### src/rtl/vga_pkg.sv
// Screen extents and PS/2 mouse header-byte field positions shared by the
// display and pointer logic.
package vga_pkg;

   localparam int SCREEN_W = 1024;
   localparam int SCREEN_H = 768;
   localparam int POS_W    = 12;

   // Bit positions inside the first byte of a PS/2 mouse packet.
   localparam int B0_LEFT   = 0;
   localparam int B0_RIGHT  = 1;
   localparam int B0_MIDDLE = 2;
   localparam int B0_SYNC   = 3;
   localparam int B0_XSIGN  = 4;
   localparam int B0_YSIGN  = 5;
   localparam int B0_XOVF   = 6;
   localparam int B0_YOVF   = 7;

   typedef struct packed {
      logic       middle;
      logic       right;
      logic       left;
      logic       x_sign;
      logic       y_sign;
      logic       x_ovf;
      logic       y_ovf;
   } hdr_t;

endpackage

### src/rtl/mouse_axis_accum.sv
// One cursor axis: sign-extends a 9-bit PS/2 delta, applies it to the current
// position and clamps the result to 0..MAX, holding position on overflow.
module mouse_axis_accum
   import vga_pkg::*;
#(
   parameter int MAX    = SCREEN_W - 1,
   parameter bit INVERT = 1'b0
) (
   input  logic [POS_W-1:0] pos,
   input  logic             sign,
   input  logic [7:0]       mag,
   input  logic             ovf,
   output logic [POS_W-1:0] next_pos
);

   localparam logic signed [13:0] MAX_S = 14'(MAX);

   logic signed [13:0] delta;
   logic signed [13:0] sum;

   // INVERT subtracts the delta, turning PS/2 up-positive motion into screen down-positive.
   always_comb begin
      delta = {{5{sign}}, sign, mag};
      if (INVERT) begin
         sum = $signed({2'b00, pos}) - delta;
      end else begin
         sum = $signed({2'b00, pos}) + delta;
      end
      next_pos = pos;
      if (!ovf) begin
         if (sum < 0) begin
            next_pos = '0;
         end else if (sum > MAX_S) begin
            next_pos = POS_W'(MAX);
         end else begin
            next_pos = POS_W'(sum);
         end
      end
   end

endmodule

### src/rtl/mouse_packet_decoder.sv
// Assembles 3-byte PS/2 mouse packets into an absolute, screen-clamped cursor
// position and button levels, resynchronising on bad bytes and stalls.
module mouse_packet_decoder
   import vga_pkg::*;
#(
   parameter int X_MAX   = SCREEN_W - 1,
   parameter int Y_MAX   = SCREEN_H - 1,
   parameter int X_INIT  = 512,
   parameter int Y_INIT  = 384,
   parameter int TIMEOUT = 100_000
) (
   input  logic             clk,
   input  logic             rst,
   input  logic [7:0]       rx_data,
   input  logic             rx_valid,
   input  logic             rx_err,
   output logic             left_mouse,
   output logic             right_mouse,
   output logic             middle_mouse,
   output logic [POS_W-1:0] xpos,
   output logic [POS_W-1:0] ypos,
   output logic             packet_valid,
   output logic             sync_err
);

   localparam int CNT_W = $clog2(TIMEOUT + 1);
   localparam logic [CNT_W-1:0] CNT_LAST = CNT_W'(TIMEOUT - 1);

   typedef enum logic [1:0] {WAIT_B0, WAIT_B1, WAIT_B2, UPDATE} state_t;

   state_t           state_q, state_d;
   hdr_t             hdr_q, hdr_d;
   logic [7:0]       dx_q, dx_d;
   logic [7:0]       dy_q, dy_d;
   logic [CNT_W-1:0] cnt_q, cnt_d;
   logic             sync_d;
   logic             upd;
   logic [POS_W-1:0] x_next, y_next;

   mouse_axis_accum #(.MAX(X_MAX), .INVERT(1'b0)) u_x_accum (
      .pos      (xpos),
      .sign     (hdr_q.x_sign),
      .mag      (dx_q),
      .ovf      (hdr_q.x_ovf),
      .next_pos (x_next)
   );

   mouse_axis_accum #(.MAX(Y_MAX), .INVERT(1'b1)) u_y_accum (
      .pos      (ypos),
      .sign     (hdr_q.y_sign),
      .mag      (dy_q),
      .ovf      (hdr_q.y_ovf),
      .next_pos (y_next)
   );

   // UPDATE commits the held packet and also accepts a new header byte in the same cycle.
   always_comb begin
      state_d = state_q;
      hdr_d   = hdr_q;
      dx_d    = dx_q;
      dy_d    = dy_q;
      cnt_d   = '0;
      sync_d  = 1'b0;
      upd     = 1'b0;
      case (state_q)
         WAIT_B0, UPDATE: begin
            upd     = (state_q == UPDATE);
            state_d = WAIT_B0;
            if (rx_err) begin
               sync_d = 1'b1;
            end else if (rx_valid) begin
               if (rx_data[B0_SYNC]) begin
                  hdr_d.left   = rx_data[B0_LEFT];
                  hdr_d.right  = rx_data[B0_RIGHT];
                  hdr_d.middle = rx_data[B0_MIDDLE];
                  hdr_d.x_sign = rx_data[B0_XSIGN];
                  hdr_d.y_sign = rx_data[B0_YSIGN];
                  hdr_d.x_ovf  = rx_data[B0_XOVF];
                  hdr_d.y_ovf  = rx_data[B0_YOVF];
                  state_d      = WAIT_B1;
               end else begin
                  sync_d = 1'b1;
               end
            end
         end
         WAIT_B1, WAIT_B2: begin
            if (rx_err) begin
               sync_d  = 1'b1;
               state_d = WAIT_B0;
            end else if (rx_valid) begin
               if (state_q == WAIT_B1) begin
                  dx_d    = rx_data;
                  state_d = WAIT_B2;
               end else begin
                  dy_d    = rx_data;
                  state_d = UPDATE;
               end
            end else if (cnt_q == CNT_LAST) begin
               sync_d  = 1'b1;
               state_d = WAIT_B0;
            end else begin
               cnt_d = cnt_q + 1'b1;
            end
         end
         default: state_d = WAIT_B0;
      endcase
   end

   always_ff @(posedge clk or posedge rst) begin
      if (rst) begin
         state_q <= WAIT_B0;
         hdr_q   <= '0;
         dx_q    <= '0;
         dy_q    <= '0;
         cnt_q   <= '0;
      end else begin
         state_q <= state_d;
         hdr_q   <= hdr_d;
         dx_q    <= dx_d;
         dy_q    <= dy_d;
         cnt_q   <= cnt_d;
      end
   end

   // Visible outputs only move when a whole packet has been collected.
   always_ff @(posedge clk or posedge rst) begin
      if (rst) begin
         xpos         <= POS_W'(X_INIT);
         ypos         <= POS_W'(Y_INIT);
         left_mouse   <= 1'b0;
         right_mouse  <= 1'b0;
         middle_mouse <= 1'b0;
         packet_valid <= 1'b0;
         sync_err     <= 1'b0;
      end else begin
         packet_valid <= upd;
         sync_err     <= sync_d;
         if (upd) begin
            xpos         <= x_next;
            ypos         <= y_next;
            left_mouse   <= hdr_q.left;
            right_mouse  <= hdr_q.right;
            middle_mouse <= hdr_q.middle;
         end
      end
   end

endmodule

### config.mk
export PLATFORM = sky130hd
export DESIGN_NAME = mouse_packet_decoder
export DESIGN_NICKNAME = d
export VERILOG_FILES = /design/src/rtl/vga_pkg.sv /design/src/rtl/mouse_axis_accum.sv /design/src/rtl/mouse_packet_decoder.sv
export SDC_FILE = /design/constraint.sdc
export NUM_CORES = 1
export LEC_CHECK = 0
export ABC_AREA = 1
export BUFFER_PORTS_ARGS = -buffer_cell sky130_fd_sc_hd__buf_4
export CAP_MARGIN = 5
export CELL_PAD_IN_SITES_DETAIL_PLACEMENT = 1
export CELL_PAD_IN_SITES_GLOBAL_PLACEMENT = 1
export CORE_MARGIN = 8
export CORE_UTILIZATION = 40
export CTS_CLUSTER_SIZE = 20
export DETAILED_ROUTE_END_ITERATION = 16
export PLACE_DENSITY_LB_ADDON = 0.1
export SYNTH_ARGS = -nofsm -noshare
export SYNTH_HDL_FRONTEND = slang
export SYNTH_SLANG_ARGS = --single-unit
### constraint.sdc
create_clock -name clk -period 2.91 [get_ports clk]
set_input_delay 0.1455 -clock clk [delete_from_list [all_inputs] [get_ports clk]]
set_output_delay 0.1455 -clock clk [all_outputs]
set_load 0.02 [all_outputs]
* Yosys cells after proc, flatten, opt, wreduce, memory -nomap -nowiden
Index checks and enable logic that the tools add are counted.
Widths: inputs -> output; s select.
** Word-level totals
- ROM bits :: 0
- RAM bits :: 0
- Memories :: 0
- Flip-flop bits (word level) :: 71
- Input port bits :: 12
- Word-level logic and storage cells :: 66
- Output and inout port bits :: 29
- Bits in latches :: 0
** Operators by class
- Magnitude comparators :: 4
- Divide/modulo/power cells :: 0
- Bitwise logic cells :: 4
- Multiplexer cells :: 24
- $add $sub $neg :: 3
- Reductions and logical operators :: 8
- Equal/unequal tests :: 5
- Multipliers :: 0
- Shift operators :: 0
** Operator list (count)
- $mux 17 :: 4
- $mux 12 :: 4
- $gt 14x11->1 const B :: 2
- $lt 14x1->1 const B :: 2
- $add 17x1->17 const B :: 1
- $eq 17x17->1 const B :: 1
- $add 13x9->14 :: 1
- $sub 13x9->14 :: 1
- $reduce_and 4->1 :: 3
- $mux 1 :: 11
- $mux 2 :: 3
- $eq 2x2->1 const B :: 2
- $ne 4x4->1 const B :: 1
- $not 1->1 :: 4
- $pmux 2 s2 :: 1
- $reduce_and 2->1 :: 2
- $reduce_or 2->1 :: 2
- $eq 2x1->1 const B :: 1
- $logic_not 2->1 :: 1
- $pmux 1 s2 :: 1

* Longest topological paths before layout
- Word-level depth :: 5
- Gate-level depth with buffers :: 16
- Gate-level depth less buffers :: 16

* Hierarchy
Synthesis repeated with hierarchy kept, for this count alone.
** Second synthesis, totals
- Cells, all modules :: 688
- Area total of the unflattened synthesis :: 5162.5 µm²
** By module, submodules not included
- mouse_packet_decoder :: area an instance 3054.2 µm², times used 1, cells an instance 291, seq. area each 1780.5 µm²
- mouse_axis_accum at u_y_accum :: area an instance 1069.8 µm², times used 1, cells an instance 204, seq. area each 0.0 µm²
- mouse_axis_accum at u_x_accum :: area an instance 1038.5 µm², times used 1, cells an instance 193, seq. area each 0.0 µm²

* Worst setup path before layout
OpenSTA, ideal clock, no wires.
- Kind :: register -> register
- Start point :: register ypos[0]
- End point :: register ypos[2]
- Period minus slack after synthesis :: 2078 ps
- Cell stages (with the launch flop) :: 16
- Library setup time :: 117 ps
- Data arrival time :: 1961 ps
- Path buffers :: 0
- Data required time :: 2793 ps
- Slack :: 832 ps
- Cells stage by stage :: dfrtp_1 > inv_1 > ha_1 > fa_1 > inv_1 > nand2_1 > nand2_1 > nand3_1 > nand3_1 > nand2_1 > nand3_1 > nand3_1 > nand2_4 > nand3_1 > nand2_1 > nand2_1
** Between the ends
- Cells in the longest elaborated chain, start to end :: 4
- Elaborated cells between the ends (all ways) :: 5
- Those cells by class :: 1 x add/sub; 2 x order compare; 2 x mux
** Ends and longest elaborated chain
- start, declared :: RTL line mouse_packet_decoder.sv:21 : output logic [POS_W-1:0] ypos,
- start signal, assigned :: RTL line mouse_packet_decoder.sv:129 : ypos <= POS_W'(Y_INIT);
- start signal, assigned :: RTL line mouse_packet_decoder.sv:140 : ypos <= y_next;
- $sub 13x9->14 * :: RTL line mouse_axis_accum.sv:25 : sum = $signed({2'b00, pos}) - delta;
- $gt 14x11->1 :: RTL line mouse_axis_accum.sv:33 : end else if (sum > MAX_S) begin
- $mux 12 :: RTL line mouse_axis_accum.sv:33
- $mux 12 * :: RTL line mouse_axis_accum.sv:31 : if (sum < 0) begin
Every way passes the cells marked *; elsewhere a longest branch is shown, timed or not.
A chain may end at the register's enable or synchronous reset.

* Worst setup path after layout
- Start point :: register ypos[0]
- End point :: register ypos[4]
Same word-level chain as after synthesis.

==> metrics.csv <==
metric,value,unit
status,"finished, final reports clean",
Pleak,2.80,nW
number of hold violations in the final report,0,
max-cap violation count,0,
Mapped Nets,653,
Slew Limit Fails,0,
Cell Rows,38,
cell depth of the worst setup path,15,
die footprint,14900,sq um
"commonest non-fill, non-tap cells in the layout","nand2_1, inv_1, dfrtp_1, nor2_1, nand3_1",
cell mode on critical path,nand2_1,
pre-CTS setup slack,0.628,ns
CP Max Fanout,10,
Hold Crit Class,input port to register,
worst setup margin,0.626,ns
DRT Pass-1 Iters,4,
R2R setup slack,0.63,ns
Post-DRT Antenna Nets,0,
largest net degree at the start of global routing,40,
DRC Markers,0,
CP Capture Point,ypos[4],
Core Region,10900,sq um
register bit total from synthesis,71,
Critical R2R Launch,ypos[0],
Total GRT Usage,0.179,
clock root cell,clkbuf_16,
CP Class,register to register,
wire length per cell,15.6,um
Worst Reg2Reg Path Length in Cells,15,
DRT iter0 DRCs,126,
Cell variety after synth,36,
CTS buffer count,9,
register area share after synthesis,0.394,
port bufs,40,
Max rail drop VDD,0.340,mV
share of cells above drive strength 1,0.145,
Routed WL,12.5,mm
WP data required,3.15,ns
first-pass GRT wire length,21.3,mm
"slowest stage delay, CP",0.40,ns
via count,4071,
Top delay family on crit path,simple AND/OR/NAND/NOR gates,
crit path from,ypos[0],
synthesized area,4510,sq um
number of setup violations in the final report,0,
"commonest non-fill, non-tap cell in the layout",nand2_1,
antenna violations before repair,0,
crit path cell chain,inv_1 > ha_1 > fa_1 > inv_1 > nand2_1 > nand2_1 > nand3_1 > nand2_1 > a21oi_1 > nand3_1 > nand2_1 > inv_2 > nand3_1 > nand2_1 > nand2_1,
Slowest cell on crit path,fa_1,
dpl hpwl,9.91,mm
chip height,122,um
unrepaired setup endpoints after global routing,false,
vias in the first global route,4315,
crit path DAT,2.52,ns
Fin Clk Skew,0.00572,ns
final core utilization,0.488,
Crit path buffers/inverters,3,
final worst-path cycle share,0.785,
Setup crit start kind,register,
"CTS clk-pin slew, worst paths",0.06,ns
crit path capture type,register,
YS warnings,0,
CTS tree,done,
Post-CTS Resized,0,
Die Wd,122,um
DR vias/cell,5.06,
syn_area_per_cell,7.41,sq um
Starting Density,0.413,
Final nets,703,
setup tns final,0,ns
clock buffer depth,2,
worst r2r dst,ypos[4],
Worst-Skew Late Latency,0.35,ns
area delta synth->final,18.1,%
I/O pin count,41,
gpl congestion,0.867,
worst rel slew slack,0.459,
Congestion Overflow GR,0,
Power Dens Cells,814,nW/um^2
Mapped Cells,609,
ANT cells,0,
Final Critical Period,2.28,ns
worst-margin pin slew,0.810,ns
Sink Count,71,
highest clock rate,438,MHz
CTS H-Tree Depth,3,
==> metal layers <==
layer  track usage  wire [um]  vias to the layer above
li1              -          -                     2044
met5             0          0                        -
met3        0.0386        346                       11
met4        0.0548        158                        0
met1         0.236       6140                     1965
met2         0.290       5860                       51
==> layout make-up <==
type	count	area [sq um]
sequential	71	1780
fill	1400	5600
clock buffer	14	294
clock inverter	2	35.0
multi-input combinational	450	2400
timing repair buffer	44	333
inverter	83	317
tap	140	175
==> cells in the mapped netlist <==
master,count,area (sq um)
clkinv_4,1,8.76
nor3_2,1,10.0
clkbuf_1,5,18.8
a211oi_1,2,15.0
a21oi_1,24,120
nand4_1,9,56.3
a21oi_2,2,17.5
nand3_2,4,40.0
nor2_4,2,22.5
nor2_1,47,176
o21ai_1,1,5.00
nor3_1,9,45.0
xor2_1,10,87.6
fa_1,2,40.0
nor2_2,3,18.8
dfstp_2,3,78.8
clkinv_1,2,7.51
nand4_2,1,12.5
o21ai_0,36,180
nor4_1,1,6.26
nand3_1,47,235
dfrtp_1,68,1700
nand2_1,190,713
nand2_2,13,81.3
nand3b_1,2,15.0
a21oi_4,1,16.3
or2_1,1,6.26
nand2_4,2,22.5
and2_1,1,6.26
inv_1,77,289
xnor2_1,6,52.6
inv_2,3,11.3
ha_1,30,375
o21bai_1,1,7.51
o21a_1,1,7.51
a31oi_1,1,6.26
==> worst register-to-register path, stage by stage (launching register included) <==
cell	delay [ns]
dfrtp_1	0.38
inv_1	0.06
ha_1	0.24
fa_1	0.40
inv_1	0.09
nand2_1	0.05
nand2_1	0.08
nand3_1	0.10
nand2_1	0.12
a21oi_1	0.08
nand3_1	0.08
nand2_1	0.10
inv_2	0.16
nand3_1	0.11
nand2_1	0.07
nand2_1	0.04
==> logic make-up after synthesis <==
kind of cell	after synthesis	share of synthesized area
AND/OR/NAND/NOR	333	0.325
buffers and inverters	88	0.0743
flip-flops	71	0.394
AO/OA/AOI/OAI	69	0.0832
adder cells (fa/ha/maj)	32	0.0920
XOR/XNOR	16	0.0310
==> report_power, final <==
group / internal [mW] / switching, mW / total [mW]
Clock: 0.780 / 0.442 / 1.22
Combinational: 0.670 / 1.13 / 1.80
Sequential: 1.17 / 0.153 / 1.32
==> flip-flops by register name, summed over array words and instances, names as in the netlist <==
name          count
sync_err          1
packet_valid      1
dy_q              8
left_mouse        1
dx_q              8
state_q           2
middle_mouse      1
cnt_q            17
right_mouse       1
hdr_q             7
ypos             12
xpos             12
==> per-stage QoR <==
step / total power, mW / hold WS (ns) / instances / instance area, sq um
final: 4.34 / 0.0278 / 804 / 5330
after global routing: 4.65 / 0.0538 / 804 / 5330
after CTS: 4.38 / 0.0252 / 804 / 5330
after detailed placement: 3.13 / 0.364 / 787 / 4990
after global placement: 3.08 / 0.363 / 787 / 4990
after floorplan: 2.62 / 0.254 / 609 / 4510
==> worst min path at each step <==
stage | end | slack [ns] | cells after the start | startpoint
final | sync_err | 0.03 | 3 | rx_err
after global routing | sync_err | 0.05 | 3 | rx_err
after CTS | sync_err | 0.03 | 3 | rx_err
after detailed placement | dx_q[2] | 0.36 | 2 | rst
after global placement | dx_q[2] | 0.36 | 2 | rst
after floorplan | sync_err | 0.25 | 2 | rx_err
==> timing repair <==
| item | in CTS | in global routing |
|---|---|---|
| hold buffers | 1 | 0 |
| endpoints found under the hold margin | 6 | 0 |
| setup buffers | 0 | 0 |
Power figures use the tool's default switching activity.
